### src/rtl/ce_rst_pkg.sv
// Shared types and helpers for the clock-enable / reset sequencer.
// Holds the sequencer state encoding and the seq counter sizing function.
package ce_rst_pkg;

  typedef enum logic [1:0] {
    S_HOLD,
    S_STAGGER,
    S_RUN
  } seq_state_t;

  localparam int DEF_NUM_CH      = 4;
  localparam int DEF_CNT_W       = 16;
  localparam int DEF_RST_HOLD    = 32;
  localparam int DEF_RST_STAGGER = 8;
  localparam int DEF_WDOG_CYCLES = 65536;

  function automatic int seq_width(
    input int hold,
    input int ch,
    input int stagger
  );
    return $clog2(hold + ch * stagger + 1);
  endfunction

endpackage

### src/rtl/ce_div_channel.sv
// One runtime-programmable clock-enable divider channel.
// Divisor is latched on wrap so mid-period writes never shorten a period.
module ce_div_channel #(
  parameter int CNT_W = 16
) (
  input  logic             aclk,
  input  logic             areset,
  input  logic [CNT_W-1:0] div_i,
  input  logic             en_i,
  output logic             ce_o,
  output logic             clk_log_o
);

  logic [CNT_W-1:0] cnt_q, cnt_d;
  logic [CNT_W-1:0] div_q, div_d;
  logic [CNT_W-1:0] eff_div;
  logic             init_q;
  logic             ce_q, ce_d;
  logic             clk_q, clk_d;
  logic             short_div;
  logic             wrap;

  // First cycle out of reset takes the divisor straight from the port.
  always_comb begin
    eff_div   = init_q ? div_i : div_q;
    short_div = (eff_div <= CNT_W'(1));
    wrap      = short_div ||
                (cnt_q == eff_div - CNT_W'(1));
    cnt_d     = cnt_q;
    div_d     = eff_div;
    ce_d      = 1'b0;
    clk_d     = clk_q;
    if (en_i) begin
      ce_d  = wrap;
      clk_d = !short_div &&
              (cnt_q < (eff_div >> 1));
      if (wrap) begin
        cnt_d = '0;
        div_d = div_i;
      end else begin
        cnt_d = cnt_q + CNT_W'(1);
      end
    end
  end

  always_ff @(posedge aclk or posedge areset) begin
    if (areset) begin
      cnt_q  <= '0;
      div_q  <= '0;
      init_q <= 1'b1;
      ce_q   <= 1'b0;
      clk_q  <= 1'b0;
    end else begin
      cnt_q  <= cnt_d;
      div_q  <= div_d;
      init_q <= 1'b0;
      ce_q   <= ce_d;
      clk_q  <= clk_d;
    end
  end

  assign ce_o      = ce_q;
  assign clk_log_o = clk_q;

endmodule

### src/rtl/ce_reset_sequencer.sv
// Multi-channel clock-enable generator with staged reset release.
// Optional watchdog built when CE_RST_WDOG_EN is defined.
module ce_reset_sequencer
  import ce_rst_pkg::*;
#(
  parameter int NUM_CH      = DEF_NUM_CH,
  parameter int CNT_W       = DEF_CNT_W,
  parameter int RST_HOLD    = DEF_RST_HOLD,
  parameter int RST_STAGGER = DEF_RST_STAGGER,
  parameter int WDOG_CYCLES = DEF_WDOG_CYCLES
) (
  input  logic                    aclk,
  input  logic                    areset,
  input  logic [NUM_CH*CNT_W-1:0] div_i,
  input  logic [NUM_CH-1:0]       en_i,
  input  logic                    sw_rst_i,
  input  logic                    kick_i,
  output logic [NUM_CH-1:0]       ce_o,
  output logic [NUM_CH-1:0]       clk_log_o,
  output logic [NUM_CH-1:0]       rstn_o,
  output logic                    ready_o,
  output logic                    wdog_o
);

  localparam int SEQ_W =
    seq_width(RST_HOLD, NUM_CH, RST_STAGGER);
  localparam int LAST =
    RST_HOLD + (NUM_CH - 1) * RST_STAGGER;

  seq_state_t        state_q, state_d;
  logic [SEQ_W-1:0]  seq_q, seq_d;
  logic [NUM_CH-1:0] rstn_q, rstn_d;
  logic              ready_q, ready_d;
  logic              wd_fire;
  logic              rst_req;

  for (genvar g = 0; g < NUM_CH; g++) begin : g_ch
    ce_div_channel #(
      .CNT_W (CNT_W)
    ) u_div (
      .aclk      (aclk),
      .areset    (areset),
      .div_i     (div_i[g*CNT_W +: CNT_W]),
      .en_i      (en_i[g]),
      .ce_o      (ce_o[g]),
      .clk_log_o (clk_log_o[g])
    );
  end

  assign rst_req = sw_rst_i | wd_fire;

  always_comb begin
    state_d = state_q;
    seq_d   = seq_q;
    rstn_d  = rstn_q;
    unique case (state_q)
      S_HOLD: begin
        rstn_d = '0;
        seq_d  = seq_q + SEQ_W'(1);
        if (seq_q == SEQ_W'(RST_HOLD - 1))
          state_d = S_STAGGER;
      end
      S_STAGGER: begin
        seq_d = seq_q + SEQ_W'(1);
        for (int i = 0; i < NUM_CH; i++) begin
          if (seq_q ==
              SEQ_W'(RST_HOLD + i * RST_STAGGER))
            rstn_d[i] = 1'b1;
        end
        if (seq_q == SEQ_W'(LAST))
          state_d = S_RUN;
      end
      S_RUN: begin
        seq_d = seq_q;
      end
      default: begin
        state_d = S_HOLD;
        seq_d   = '0;
        rstn_d  = '0;
      end
    endcase
    // A restart request overrides any release due this cycle.
    if (rst_req) begin
      state_d = S_HOLD;
      seq_d   = '0;
      rstn_d  = '0;
    end
    ready_d = (state_d == S_RUN);
  end

  always_ff @(posedge aclk or posedge areset) begin
    if (areset) begin
      state_q <= S_HOLD;
      seq_q   <= '0;
      rstn_q  <= '0;
      ready_q <= 1'b0;
    end else begin
      state_q <= state_d;
      seq_q   <= seq_d;
      rstn_q  <= rstn_d;
      ready_q <= ready_d;
    end
  end

  assign rstn_o  = rstn_q;
  assign ready_o = ready_q;

`ifdef CE_RST_WDOG_EN
  localparam int WD_W = $clog2(WDOG_CYCLES + 1);

  logic [WD_W-1:0] wcnt_q, wcnt_d;
  logic            wdog_q, wdog_d;

  always_comb begin
    wd_fire = (state_q == S_RUN) &&
              (wcnt_q == WD_W'(WDOG_CYCLES - 1));
    wcnt_d  = '0;
    if ((state_q == S_RUN) && !wd_fire)
      wcnt_d = kick_i ? '0 : wcnt_q + WD_W'(1);
    wdog_d  = wd_fire;
  end

  always_ff @(posedge aclk or posedge areset) begin
    if (areset) begin
      wcnt_q <= '0;
      wdog_q <= 1'b0;
    end else begin
      wcnt_q <= wcnt_d;
      wdog_q <= wdog_d;
    end
  end

  assign wdog_o = wdog_q;
`else
  logic unused_wdog;

  assign wd_fire     = 1'b0;
  assign wdog_o      = 1'b0;
  assign unused_wdog = kick_i ^ (WDOG_CYCLES == 0);
`endif

endmodule

### config.mk
export PLATFORM = sky130hd
export DESIGN_NAME = ce_reset_sequencer
export DESIGN_NICKNAME = d
export VERILOG_FILES = /design/src/rtl/ce_rst_pkg.sv /design/src/rtl/ce_div_channel.sv /design/src/rtl/ce_reset_sequencer.sv
export SDC_FILE = /design/constraint.sdc
export NUM_CORES = 1
export LEC_CHECK = 0
export BUFFER_PORTS_ARGS = -buffer_cell sky130_fd_sc_hd__buf_2
export CORE_ASPECT_RATIO = 0.75
export CORE_MARGIN = 5
export CORE_UTILIZATION = 45
export CTS_BUF_LIST = sky130_fd_sc_hd__clkbuf_8
export DETAILED_ROUTE_END_ITERATION = 10
export GPL_ROUTABILITY_DRIVEN = 1
export GPL_TIMING_DRIVEN = 0
export HOLD_SLACK_MARGIN = 0.1
export SYNTH_ARGS = -nofsm -noshare
export SYNTH_HDL_FRONTEND = slang
export SYNTH_HIERARCHICAL = 1
export SYNTH_SLANG_ARGS = --single-unit
### constraint.sdc
create_clock -name aclk -period 4.8 [get_ports aclk]
set_clock_uncertainty 0.05 [all_clocks]
set_input_delay 0.48 -clock aclk [delete_from_list [all_inputs] [get_ports aclk]]
set_output_delay 0.48 -clock aclk [all_outputs]
set_load 0.05 [all_outputs]
======== Word level (Yosys, flattened, before mapping) ========
Cells that the tools add are included.
Widths: inputs -> output; s select.
storage, ports and cells
  register bits after elaboration ......... 151
  output and inout bits ................... 14
  bits of input ports ..................... 72
cells by class
  order comparisons ....................... 8
  muxes and demuxes ....................... 32
  add/subtract/negate cells ............... 9
  eq/ne operators ......................... 17
  reduce and logical (&&, ||, !) cells .... 18
operator list
  operator               number
  $mux 16                16
  $add 16x1->16 const B  4
  $eq 16x16->1           4
  $le 16x1->1 const B    4
  $lt 16x15->1           4
  $sub 16x1->16 const B  4
  $eq 7x6->1 const B     4
  $pmux 7 s2             1
  $ne 3x3->1 const B     4
  $mux 1                 8
  $pmux 4 s2             1
  $reduce_and 2->1       4
  $add 7x1->7 const B    1
  $eq 7x5->1 const B     1
  $mux 7                 1
  $mux 2                 3
  $pmux 2 s3             1
  $eq 2x2->1 const B     2
  $logic_and 1x1->1      4
  $logic_not 1->1        4
  $logic_or 1x1->1       4
  $mux 4                 1
  $eq 2x1->1 const B     1
  $logic_not 2->1        1
  other kinds (2)        2

======== Depth between registers and ports, before layout ========
  word-level depth ........................ 6
  gate-level depth with buffers ........... 14
  mapped depth without buffers ............ 11

======== By module ========
The synthesis kept the hierarchy.
modules (own cells, without submodules)
  module              cells each  instances  area an instance (µm²)  seq. area each (µm²)
  ce_div_channel      283         4          2667.6                  877.1
  ce_reset_sequencer  73          1          703.2                   350.3

======== Worst setup path before layout ========
No wires, ideal clock.
  kind .................................... flip-flop to flip-flop
  start ................................... reg g_ch[0].u_div.init_q
  end ..................................... reg g_ch[0].u_div.div_q[0]
  cell stages (with the launch flop) ...... 12
  arrival ................................. 3210 ps
  path buffers ............................ 2
  setup slack ............................. 1413 ps
  cell sequence ........................... dfstp_2 buf_4 buf_2 mux2i_1 ha_1 o21ai_0 nor3_1 mux2_2 nor3_1 nand2_1 a31oi_4 mux2_1
on the way
  word-level cells in the longest chain between the ends .. 6
  elaborated cells on any way between the ends .. 7
  those cells by class .................... add/sub: 1; order compare: 1; eq/ne: 1; mux: 3; reduce/logical: 1
ends and longest elaborated chain
  item                              line                  text
  start: declaration                ce_div_channel.sv:17  logic init_q;
  start signal: assignment          ce_div_channel.sv:50  init_q <= 1'b1;
  start signal: assignment          ce_div_channel.sv:56  init_q <= 1'b0;
  $mux 16 *                         ce_div_channel.sv:25  eff_div = init_q ? div_i : div_q;
  $sub 16x1->16                     ce_div_channel.sv:28  (cnt_q == eff_div - CNT_W'(1));
  $eq 16x16->1                      ce_div_channel.sv:28
  $logic_or 1x1->1                  ce_div_channel.sv:27  wrap = short_div ||
  $mux 16                           ce_div_channel.sv:37  if (wrap) begin
  $mux 16 *                         ce_div_channel.sv:33  if (en_i) begin
  named net g_ch[0].u_div.div_d[0]  ce_div_channel.sv:15  logic [CNT_W-1:0] div_q, div_d;
  end signal: assignment            ce_div_channel.sv:55  div_q <= div_d;
  end: declaration                  ce_div_channel.sv:15
The timed path passes the listed nets; every way through them passes the cells marked *.
A chain may end at the register's enable or synchronous reset.

======== Worst setup path after layout ========
  start ................................... reg g_ch[3].u_div.init_q
  end ..................................... reg g_ch[3].u_div.div_q[7]
on the way
  word-level cells in the longest chain between the ends .. 6
  elaborated cells on any way between the ends .. 7
  those cells by class .................... add/sub: 1; order compare: 1; eq/ne: 1; mux: 3; reduce/logical: 1
ends and longest elaborated chain
  item                              line
  start: declaration                ce_div_channel.sv:17
  start signal: assignment          ce_div_channel.sv:50
  start signal: assignment          ce_div_channel.sv:56
  $mux 16 *                         ce_div_channel.sv:25
  $sub 16x1->16                     ce_div_channel.sv:28
  $eq 16x16->1                      ce_div_channel.sv:28
  $logic_or 1x1->1                  ce_div_channel.sv:27
  $mux 16                           ce_div_channel.sv:37
  $mux 16 *                         ce_div_channel.sv:33
  named net g_ch[3].u_div.div_d[7]  ce_div_channel.sv:15
  end signal: assignment            ce_div_channel.sv:55
  end: declaration                  ce_div_channel.sv:15
Marks and branches as above.

==> reports/results.tsv <==
stage	metric	value	unit
outcome	run status	completed	
yosys	post-synthesis cell type count	55	
floorplanning	num ports	86	
setup_path	CP Data Required Time	5.13	ns
power_and_ir_drop	Sw Share	35.8	%
grt	initial antenna violation count	0	
placement	HPWL after detailed placement	21400	um
floorplanning	die width	194	um
yosys	sequential element share of the synthesized area	33.9	%
yosys	register bit total from synthesis	154	
sta	Final min period	4.27	ns
yosys	Mean Syn Cell Area	9.44	um2
setup_path	startpoint types	flop	
setup_path	crit path DAT	4.61	ns
finish	share of cells above drive strength 1	14.0	%
power_and_ir_drop	P_int	0.00235	W
routing	ANT nets after route	0	
finish	fillers	2378	
routing	Wirelength per Cell	16.7	um
clocking	CTS root buf	clkbuf_8	
floorplanning	die height	148	um
setup_path	Worst R2R Path Depth	12	
clocking	Worst-path clk slew	0.10	ns
clocking	CTS sink cnt	154	
finish	area grow syn2layout	10.6	%
floorplanning	Initial Util	45.7	%
routing	initial DRC count	502	
sta	period utilization	89.0	%
routing	via/cell ratio	5.51	
finish	Antenna diodes	0	
setup_path	Worst Path Class, Setup	reg -> reg	
grt	pin count of the biggest net entering global routing	36	
clocking	CTS Buf Count	17	
placement	port buffer count	79	
sta	Final Setup Violations	0	
setup_path	reg2reg setup slack	0.53	ns
finish	area of the multi-input gates	6940	um2
clocking	clock buffer depth	2	
sta	Max Fclk	0.234	GHz
flow_run	max_cap viols	0	
power_and_ir_drop	Leak	6.09	nW
clocking	Post-CTS Setup Bufs	0	
yosys	number of enable flip-flop cells after synthesis	0	
power_and_ir_drop	sequential power share	44.9	%
routing	DRT Wirelength	27700	um
floorplanning	Die ar.	28600	um2
sta	RSZ-0062 raised after global routing	false	
setup_path	worst r2r dst	g_ch[3].u_div/div_q[7]	
yosys	post-synth net total	1347	
grt	first-pass GRT wire length	46400	um
worst_hold_path	worst hold path class	in -> reg	
yosys	Mapped Cells	1205	
setup_path	critical path peak fanout	10	
yosys	synthesized area	11400	um2
grt	total global routing overflow	0	
routing	vias	9127	
clocking	CTS tree	built	
finish	cell area after layout	12600	um2
floorplanning	CORE AREA	24900	um2
power_and_ir_drop	Clk pwr share	26.3	%
yosys	Top FF cell, synth	dfrtp_1	
yosys	Post-synth ARST share	100	%
grt	vias in the first global route	8802	
routing	Residual DRC	0	
setup_path	Critical Path End Type	flop	
sta	worst slew pin tran	0.804	ns
sta	Max Slew Vio Count	0	
worst_hold_path	hold_sp	div_i[59]	
sta	worst relative slew slack	46.3	%
power_and_ir_drop	Gate power share	28.9	%
setup_path	reg2reg start	g_ch[3].u_div/init_q	
grt	GRT Total Usage	19.6	%
finish	nets@finish	1446	
power_and_ir_drop	Sw Pwr	0.00131	W
finish	storage element area	3860	um2
sta	Fin Setup TNS	0	ns
power_and_ir_drop	VDD IR max	0.160	mV
placement	gp weighted congestion	0.848	
placement	DP Area	12200	um2
power_and_ir_drop	power per cell area	291	nW/um2
sta	endpoints failing hold	0	
routing	1st-pass router iterations	5	
worst_hold_path	Hold EP	g_ch[3].u_div/div_q[11]	
worst_hold_path	Hold Path Depth	2	
clocking	latest clock arrival within the worst-skew pair	0.47	ns
floorplanning	Site Rows	50	
yosys	Yosys warnings	6	
clocking	H-tree Lvls	4	
## power by group through the flow
stage	clock network, W	registers [W]	logic (W)
2_1_floorplan	0	0.00162	0.000825
3_3_place_gp	0	0.00166	0.00103
3_5_place_dp	0	0.00167	0.00105
4_1_cts	0.00100	0.00164	0.00106
5_1_grt	0.00106	0.00167	0.00120
6_report	0.000962	0.00164	0.00106
## layout by cell type (no fill, tap or decap), types with 9 or more instances in the layout
master / Yosys / layout
a21o_1: 12 / 12
a21oi_1: 21 / 21
a31oi_1: 25 / 25
and3_1: 24 / 24
buf_2: 17 / 96
clkbuf_1: 13 / 13
clkbuf_8: 0 / 18
dfrtp_1: 150 / 150
ha_1: 70 / 70
inv_1: 87 / 84
mux2_1: 16 / 16
mux2_2: 20 / 20
mux2i_1: 96 / 96
nand2_1: 67 / 67
nand2b_1: 13 / 13
nand3_1: 43 / 43
nand4_1: 17 / 17
nor2_1: 45 / 45
nor3_1: 116 / 116
nor3b_1: 9 / 9
nor4_1: 9 / 9
o21a_1: 17 / 17
o21ai_0: 17 / 17
or3_1: 9 / 9
or3b_1: 13 / 13
xnor2_1: 73 / 73
xor2_1: 72 / 72
## Yosys cell counts, drive strengths merged (5+ instances only)
library cell  number  share of area (%)
nor4b              8                1.1
or3b              13                1.0
xor2              72                5.5
and2               8               0.44
nor3             116                5.1
o21ai             17               0.75
a21oi             21               0.92
nand2b            13               0.72
dfrtp            150                 33
conb               5               0.17
mux2              36                3.6
mux2i             96                8.4
xnor2             73                5.6
ha                70                7.7
o32ai              8               0.62
nand2             67                2.2
nand4             17               0.94
or4b               5               0.47
a21o              12               0.79
nor2b              8               0.44
buf               30                1.6
nand3             43                1.9
inv               91                3.0
nor4               9               0.50
or4                6               0.40
or3                9               0.50
a221oi             8               0.62
o21a              17                1.1
nand4b             8               0.62
nor2              45                1.5
and3              24                1.3
nor3b              9               0.59
o31ai              8               0.53
a31oi             29                2.1
clkbuf            13               0.43
## stage by stage
stage / instances / power (W) / setup slack, ns / util [%] / hold WS (ns)
detailed placement: 1622 / 0.00272 / 0.603 / 49.0 / 0.502
global route: 1655 / 0.00393 / 0.307 / 50.5 / 0.150
CTS: 1655 / 0.00370 / 0.574 / 50.5 / 0.145
finish: 1655 / 0.00366 / 0.526 / 50.5 / 0.193
global placement: 1622 / 0.00269 / 0.625 / 49.0 / 0.487
floorplan: 1205 / 0.00244 / 1.41 / - / 0.319
## how the worst max path moves through the flow
stage                         start                       to  slack [ns]  cells past startpoint
5_1_grt        g_ch[3].u_div/init_q  g_ch[3].u_div/div_q[13]        0.31                     12
6_report       g_ch[3].u_div/init_q   g_ch[3].u_div/div_q[7]        0.53                     12
2_1_floorplan  g_ch[0].u_div/init_q   g_ch[0].u_div/div_q[0]        1.41                     11
3_5_place_dp   g_ch[3].u_div/init_q  g_ch[3].u_div/div_q[13]        0.60                     12
4_1_cts        g_ch[3].u_div/init_q  g_ch[3].u_div/div_q[13]        0.57                     12
3_3_place_gp   g_ch[3].u_div/init_q  g_ch[3].u_div/div_q[12]        0.63                     12
## sequential cells by signal (all words and copies together) (netlist names)
register,count
g_ch.u_div/ce_o,4
g_ch.u_div/clk_log_o,4
g_ch.u_div/cnt_q,64
g_ch.u_div/div_q,64
g_ch.u_div/init_q,4
ready_o,1
rstn_o,4
seq_q,7
state_q,2
## layout make-up
| cell class | instances | area share [%] |
|---|---|---|
| Sequential cell | 154 | 30.7 |
| Multi-Input combinational cell | 917 | 55.2 |
| Tap cell | 338 | 3.36 |
| Buffer | 43 | 1.84 |
| Timing Repair Buffer | 80 | 3.22 |
| Inverter | 91 | 2.72 |
| Clock buffer | 18 | 1.97 |
| Clock inverter | 14 | 0.995 |
## critical path, cell delays in order, from the launching register on
cell     delay [ns]
dfstp_2        0.60
buf_4          0.20
buf_2          0.31
mux2i_1        0.41
ha_1           0.28
o21ai_0        0.24
nor3_1         0.38
mux2_2         0.38
nor3_1         0.33
nand2_1        0.16
a31oi_4        0.39
buf_6          0.24
mux2i_1        0.21
## kinds of logic after synthesis
kind of cell | after synthesis | synth area share, %
adders and majority gates | 70 | 7.70
buffers and inverters | 134 | 5.04
DFF | 154 | 33.9
xor gates and xnor gates | 145 | 11.2
AOI/OAI and AO/OA | 151 | 9.85
and+or+nand+nor | 414 | 20.1
muxes | 132 | 12.0
other | 5 | 0.165
## routing by layer
layer	part of all wire, %	track usage [%]	vias to the layer above
li1	-	-	4516
met1	54	30.7	4422
met2	41	28.0	176
met3	4.3	3.83	13
met4	0.76	4.07	0
met5	0	0	-
## repair_timing
item	4_1_cts	5_1_grt
hold endpoints to repair	13	0
gates resized for setup	0	0
hold buffers	1	0
No activity file was read; power rests on OpenSTA's default activity.
